[config.mk]
export PLATFORM = sky130hd
export DESIGN_NAME = fault_recorder
export DESIGN_NICKNAME = d
export VERILOG_FILES = /design/src/rtl/fault_recorder_pkg.sv /design/src/rtl/fault_log_fifo.sv /design/src/rtl/fault_recorder.sv
export SDC_FILE = /design/constraint.sdc
export NUM_CORES = 1
export LEC_CHECK = 0
export ABC_AREA = 1
export BUFFER_PORTS_ARGS = -buffer_cell sky130_fd_sc_hd__buf_2
export CAP_MARGIN = 20
export CORE_ASPECT_RATIO = 1.75
export CORE_MARGIN = 3
export CORE_UTILIZATION = 50
export DETAILED_ROUTE_END_ITERATION = 8
export GPL_TIMING_DRIVEN = 0
export HOLD_SLACK_MARGIN = 0.03
export PLACE_DENSITY = 0.76
export SETUP_SLACK_MARGIN = 0.5
export SYNTH_ARGS = -nofsm -noshare
export SYNTH_HDL_FRONTEND = slang
export SYNTH_SLANG_ARGS = --single-unit
[constraint.sdc]
create_clock -name clk -period 9.2 [get_ports clk]
set_input_delay 0.92 -clock clk [delete_from_list [all_inputs] [get_ports clk]]
set_output_delay 0.92 -clock clk [all_outputs]
set_load 0.02 [all_outputs]
[src/rtl/fault_recorder_pkg.sv]
// Shared definitions for the fault recorder: cause codes, address-select
// encodings, FSM state type and a helper macro for building CAUSE_MAP.
package fault_recorder_pkg;

  // Cause codes (legacy encoder values kept)
  localparam logic [7:0] CAUSE_NONE = 8'h00;
  localparam logic [7:0] CAUSE_CORE = 8'h01;
  localparam logic [7:0] CAUSE_IBUS = 8'h02;
  localparam logic [7:0] CAUSE_DBUS = 8'h03;
  localparam logic [7:0] CAUSE_IPER = 8'h04;
  localparam logic [7:0] CAUSE_DPER = 8'h05;

  // Address-bus select encodings
  localparam int ASEL_IBUS = 0;
  localparam int ASEL_DBUS = 1;
  localparam int ASEL_PBUS = 2;
  localparam int ASEL_PC   = 3;

  typedef enum logic [0:0] {
    FR_IDLE    = 1'b0,
    FR_FAULTED = 1'b1
  } fr_state_e;

endpackage

// Place cause CODE for source IDX into an N-source CAUSE_MAP; OR the
// results together to build the full map.
`define FR_CAUSE_AT(N, IDX, CODE) \
  ({{(((N)-1)*8){1'b0}}, 8'(CODE)} << ((IDX)*8))

[src/rtl/fault_log_fifo.sv]
// Secondary-fault log: DEPTH-entry show-ahead FIFO with saturating drop count.
// Ports: push_i/pop_i/clr_i/data_i in; vld_o, data_o (head), drop_o out.
module fault_log_fifo
  import fault_recorder_pkg::*;
#(
  parameter int DEPTH = 4,
  parameter int W     = 8
) (
  input  logic         clk,
  input  logic         rst,
  input  logic         clr_i,
  input  logic         push_i,
  input  logic         pop_i,
  input  logic [W-1:0] data_i,
  output logic         vld_o,
  output logic [W-1:0] data_o,
  output logic [7:0]   drop_o
);

  localparam int AW = $clog2(DEPTH);

  logic [AW:0]  wptr_q, wptr_d;
  logic [AW:0]  rptr_q, rptr_d;
  logic [7:0]   drop_q, drop_d;
  logic [W-1:0] mem_q [DEPTH];

  logic empty, full, do_push, do_pop;

  assign empty = (wptr_q == rptr_q);
  assign full  = (wptr_q[AW] != rptr_q[AW]) &&
                 (wptr_q[AW-1:0] == rptr_q[AW-1:0]);

  assign do_pop  = pop_i & ~empty;
  // A pop frees the slot in the same cycle, so a full log still accepts
  assign do_push = push_i & (~full | do_pop);

  always_comb begin
    wptr_d = wptr_q;
    rptr_d = rptr_q;
    drop_d = drop_q;
    if (clr_i) begin
      wptr_d = '0;
      rptr_d = '0;
      drop_d = '0;
    end else begin
      if (do_push) wptr_d = wptr_q + 1'b1;
      if (do_pop)  rptr_d = rptr_q + 1'b1;
      if (push_i && !do_push && drop_q != 8'hFF)
        drop_d = drop_q + 8'd1;
    end
  end

  always_ff @(posedge clk or posedge rst) begin
    if (rst) begin
      wptr_q <= '0;
      rptr_q <= '0;
      drop_q <= '0;
      for (int i = 0; i < DEPTH; i++) mem_q[i] <= '0;
    end else begin
      wptr_q <= wptr_d;
      rptr_q <= rptr_d;
      drop_q <= drop_d;
      if (do_push && !clr_i)
        mem_q[wptr_q[AW-1:0]] <= data_i;
    end
  end

  assign vld_o  = ~empty;
  assign data_o = empty ? '0 : mem_q[rptr_q[AW-1:0]];
  assign drop_o = drop_q;

endmodule

[src/rtl/fault_recorder.sv]
// First-fault latch with halt, sticky pending vector and secondary-fault log.
// Ports: fault_in/fault_mask/addr_bus/clr/pop in; primary, pending, log out.
module fault_recorder
  import fault_recorder_pkg::*;
#(
  parameter int                  NSRC      = 18,
  parameter int                  XLEN      = 32,
  parameter int                  NADDR     = 4,
  parameter int                  ASELW     = 2,
  parameter int                  DEPTH     = 4,
  parameter logic [NSRC*8-1:0]     CAUSE_MAP = '0,
  parameter logic [NSRC*ASELW-1:0] ASEL_MAP  = '0
) (
  input  logic                    clk,
  input  logic                    rst,
  input  logic [NSRC-1:0]         fault_in,
  input  logic [NSRC-1:0]         fault_mask,
  input  logic [NADDR*XLEN-1:0]   addr_bus,
  input  logic                    clr,
  input  logic                    pop,
  output logic                    halt,
  output logic                    fault,
  output logic [7:0]              fault_cause,
  output logic [$clog2(NSRC)-1:0] fault_src,
  output logic [XLEN-1:0]         fault_addr,
  output logic [NSRC-1:0]         pending,
  output logic                    log_vld,
  output logic [7:0]              log_cause,
  output logic [$clog2(NSRC)-1:0] log_src,
  output logic [XLEN-1:0]         log_addr,
  output logic [7:0]              log_drop
);

  localparam int SW = $clog2(NSRC);
  localparam int EW = 8 + SW + XLEN;

  logic [NSRC-1:0]  eff;
  logic             any;
  logic [SW-1:0]    w_src;
  logic [7:0]       w_cause;
  logic [ASELW-1:0] w_sel;
  logic [XLEN-1:0]  w_addr;

  fr_state_e        state_q, state_d;
  logic             fault_q, fault_d;
  logic [7:0]       cause_q, cause_d;
  logic [SW-1:0]    src_q, src_d;
  logic [XLEN-1:0]  addr_q, addr_d;
  logic [NSRC-1:0]  pend_q, pend_d;
  logic             push;
  logic [EW-1:0]    head;

  assign eff = fault_in & ~fault_mask;
  assign any = |eff;

  // Descending scan so the lowest set index wins
  always_comb begin
    w_src   = '0;
    w_cause = '0;
    w_sel   = '0;
    for (int i = NSRC - 1; i >= 0; i--) begin
      if (eff[i]) begin
        w_src   = SW'(i);
        w_cause = CAUSE_MAP[i*8 +: 8];
        w_sel   = ASEL_MAP[i*ASELW +: ASELW];
      end
    end
  end

  // Out-of-range selects fall through to bus 0
  always_comb begin
    w_addr = addr_bus[0 +: XLEN];
    for (int k = 0; k < NADDR; k++) begin
      if (int'(w_sel) == k) w_addr = addr_bus[k*XLEN +: XLEN];
    end
  end

  always_comb begin
    state_d = state_q;
    fault_d = fault_q;
    cause_d = cause_q;
    src_d   = src_q;
    addr_d  = addr_q;
    pend_d  = pend_q;
    push    = 1'b0;
    if (clr) begin
      state_d = FR_IDLE;
      fault_d = 1'b0;
      cause_d = '0;
      src_d   = '0;
      addr_d  = '0;
      pend_d  = '0;
    end else begin
      pend_d = pend_q | eff;
      unique case (state_q)
        FR_IDLE: begin
          if (any) begin
            state_d = FR_FAULTED;
            fault_d = 1'b1;
            cause_d = w_cause;
            src_d   = w_src;
            addr_d  = w_addr;
          end
        end
        FR_FAULTED: begin
          push = any;
        end
        default: state_d = FR_IDLE;
      endcase
    end
  end

  always_ff @(posedge clk or posedge rst) begin
    if (rst) begin
      state_q <= FR_IDLE;
      fault_q <= 1'b0;
      cause_q <= '0;
      src_q   <= '0;
      addr_q  <= '0;
      pend_q  <= '0;
    end else begin
      state_q <= state_d;
      fault_q <= fault_d;
      cause_q <= cause_d;
      src_q   <= src_d;
      addr_q  <= addr_d;
      pend_q  <= pend_d;
    end
  end

  fault_log_fifo #(
    .DEPTH (DEPTH),
    .W     (EW)
  ) u_log (
    .clk    (clk),
    .rst    (rst),
    .clr_i  (clr),
    .push_i (push),
    .pop_i  (pop),
    .data_i ({w_cause, w_src, w_addr}),
    .vld_o  (log_vld),
    .data_o (head),
    .drop_o (log_drop)
  );

  assign {log_cause, log_src, log_addr} = head;

  assign halt        = fault_q;
  assign fault       = fault_q;
  assign fault_cause = cause_q;
  assign fault_src   = src_q;
  assign fault_addr  = addr_q;
  assign pending     = pend_q;

endmodule
==> impl_summary.md <==
Min path
The start point of the worst min-delay path is fault_addr[16]. The min-delay analysis places its worst path in the category reg -> reg.

Global route
The initial antenna violation count is 0. Global routing consumed, on the met1 layer, 29.9% of the routing resources. Global routing consumed, on the met3 layer, ~3.9% of the routing resources. For this run, global-route usage on met2 was measured as 43.5%. After global routing the overflow that remains totals 0.

The via count of the first global-routing pass was 8743. Global routing used ~25% of the available tracks. The pin count of the biggest net entering global routing is 117. The first global-routing pass estimated 44200 um of wire. The layer carrying the most global-route usage is met2.

Worst setup path
The sort of element at the start of the critical path is a flop. The critical path launch point is u_log.rptr_q[0]. The worst setup path is captured at an output pin. In this run the worst path has a maximum fanout of 10. The type of the setup path with the least slack is reg -> out. At the worst endpoint, the required time is 8.28 ns. Data on the critical path arrives at its endpoint at 2.70 ns. The worst reg2reg path startpoint is u_log.drop_o[0].

Floorplanning
The number of standard-cell rows in the floorplan is between 60 and 70. The count of boundary I/O pins is 287. The height of the die is roughly 190 um. The initial core utilization is 51.3%. The area of the core region is 19800 um^2.

The die outline area is 22100 um^2. The die boundary width is 114 um.

Clocking
Counting the buffers created by CTS gives 20. For this design, the CTS-stage hold fixing added 0 buffers. The maximum level of the CTS H-tree is 1.

Once the clock tree was built, the resizer swapped 0 gates to a different size. The tree is rooted in a sky130_fd_sc_hd__clkbuf_16. The clock transition time at the flip-flop clock pins of the worst setup and hold paths is 0.07 ns.

The total clock sinks is 219. The CTS tree is yes. The number of setup buffers added after CTS is 0. The maximum count of clock buffers along a single path is 3. For the worst-skew pair, the clock arrives at the later sink with an insertion delay of approximately 0.50 ns.

Drt
In the routed layout, each cell is associated on average with a via count of 5.26. The detail-routed net length per standard cell is 16.3 um. The count of TritonRoute iterations in the first routing pass is 7.

The DRC violation total after the first TritonRoute iteration is 615. The detail route stage leaves a number of antenna-violating nets equal to 0. The routed layout has approximately 9000 vias. After detailed routing, the number of remaining DRC violations is 0. The total detailed-routing wirelength is 27200 um.

Place
Detailed placement finished with a half-perimeter wire length of 19100 um. The count of buffers added on input and output ports is 173. Routability-driven placement finished with a final weighted congestion of 0.841. The cell total after placement is around 1600.

Synth
The number of synthesized register bits is around 220. After synthesis, the cell types taking the most area are sky130_fd_sc_hd__dfrtp_1 54%, sky130_fd_sc_hd__nand2_1 10%, sky130_fd_sc_hd__o21ai_1 7.1%. The fraction of synthesized cell area taken by the top area cell type is 53.9%. The mapped cell area is roughly 10000 um^2. After synthesis, the most frequently instantiated cells are 283 x sky130_fd_sc_hd__nand2_1, 219 x sky130_fd_sc_hd__dfrtp_1, 144 x sky130_fd_sc_hd__o21ai_1, 136 x sky130_fd_sc_hd__inv_1, 112 x sky130_fd_sc_hd__o21ai_0. The biggest area contributor in the post-synthesis netlist is sky130_fd_sc_hd__dfrtp_1. Yosys printed 0 warnings. The prevailing post-synth register cell is sky130_fd_sc_hd__dfrtp_1. Counting flops with an async set or reset pin after synthesis yields a share of 100%.

sky130_fd_sc_hd__nand2_1 is the most common cell in the netlist. Synthesis produced 1200 cells. Sequential elements use 53.9% of the synthesized area. The number of distinct library cells after synthesis is 35. Yosys mapped a number of flops with a built-in enable equal to 0. The average instance area after synthesis is 8.47 um^2.

Timing
Setup repair after global routing left no endpoint under its margin. The number of max-slew violations in the final report is 0. The measured slew at the worst slew-check pin is 0.777 ns. Dividing the final minimum period by the clock period gives 39.3%. The sum of negative setup slack is 0 ns.

The final-report setup violation count is 0. The worst path in the final design needs a cycle of 3.62 ns, including I/O delays and setup. The worst hold-check slack is 0.482 ns.

The number of hold violations in the final report is 0. Between clock sinks in the finished design, the worst skew comes to ~0.0083 ns. The worst pin sits at a relative slew slack of 48.2%. The upper clock frequency limit is 0.277 GHz.

Pwr
The worst-case IR drop observed on VDD is about 160 uV. The power density over the cells is between 200 and 300 nW/um^2. The leakage power is 6.55 nW.

Layout
The finished layout holds between 1500 and 2000 standard cells, fillers aside. The final layout contains 1585 nets. The post-route netlist has 20.7% of its cells at a drive strength greater than 1. Relative to the synthesized area, the layout overhead comes to 18.8%. 0 antenna diodes ended up in the layout.

Outcome
The flow ran to the end, and the final reports show no timing, DRC or antenna violations.

Flow run
The number of max-capacitance violations reported is 0.
registers in the layout, summed over array words and instances, names as in the netlist:
register,count
fault,1
fault_addr,32
fault_src,5
pending,18
state_q,1
u_log.drop_o,8
u_log.mem_q,148
u_log.rptr_q,3
u_log.wptr_q,3
area by class of cell:
cell class | instances | area, um^2
fill | 1820 | 7740
sequential | 219 | 5480
multi-input combinational | 767 | 3580
timing repair buffer | 174 | 893
buffer | 88 | 634
clock buffer | 31 | 573
inverter | 141 | 539
tap | 245 | 307
clock inverter | 5 | 75.1
per-layer routing:
layer | vias to the layer above | wire length [um]
met2 | 338 | 13900
met3 | 59 | 1960
met4 | 0 | 846
met1 | 4151 | 10500
li1 | 4235 | -
met5 | - | 0
final timing paths:
| check | endpoint | slack, ns | depth (start not counted) |
|---|---|---|---|
| max reg2reg | u_log.drop_o[6] | 7.25 | 12 |
| min | fault_addr[16] | 0.48 | 2 |
| min reg2reg | fault_addr[16] | 0.48 | 2 |
| max | log_addr[8] | 5.58 | 8 |
| min in group asynchronous | pending[14] | 0.50 | 2 |
| max in group asynchronous | u_log.mem_q[104] | 7.72 | 3 |
stage by stage:
stage	worst slack (ns)	cell area, um^2	power, mW	util [%]
2_1_floorplan	2.29	10200	1.94	-
3_3_place_gp	-0.118	11400	2.18	57.5
3_5_place_dp	6.12	11400	2.21	57.7
4_1_cts	5.58	12100	3.06	60.9
5_1_grt	5.46	12100	3.23	60.9
6_report	5.58	12100	3.05	60.9
power by group:
part / internal (mW) / switching (mW) / leakage [nW]
Combinational: 0.307 / 0.551 / 3.41
Clock: 0.487 / 0.365 / 0.317
Sequential: 1.21 / 0.132 / 2.83
Total: 2.01 / 1.05 / 6.55
cells in the final DEF, fill, tap and decap left out, drive strengths merged, types with 2 or more instances in the layout:
cell / n
nand2: 298
o21ai: 267
buf: 226
dfrtp: 219
inv: 141
nor2: 88
clkbuf: 67
o22ai: 37
a21oi: 26
conb: 16
nand3: 11
nor3: 10
ha: 6
xor2: 3
clkinv: 3
bufinv: 2
worst max-delay path, cell delays in order, from the launching register on:
cell	delay, ns
sky130_fd_sc_hd__dfrtp_1	0.44
sky130_fd_sc_hd__xor2_1	0.18
sky130_fd_sc_hd__a21oi_1	0.08
sky130_fd_sc_hd__nand2_1	0.11
sky130_fd_sc_hd__clkbuf_1	0.50
sky130_fd_sc_hd__buf_1	0.50
sky130_fd_sc_hd__nand2_1	0.10
sky130_fd_sc_hd__inv_1	0.11
sky130_fd_sc_hd__buf_2	0.17
logic make-up after synthesis:
logic type	count (synthesis)	synth area share, %
other	1	0.0369
buffers and inverters	229	11.5
XOR/XNOR	3	0.258
AND/OR/NAND/NOR	410	16.3
AO/OA/AOI/OAI	332	17.3
adder cells (fa/ha/maj)	6	0.738
flip-flops	219	53.9
Note: power is estimated with default switching activity, not from simulation.
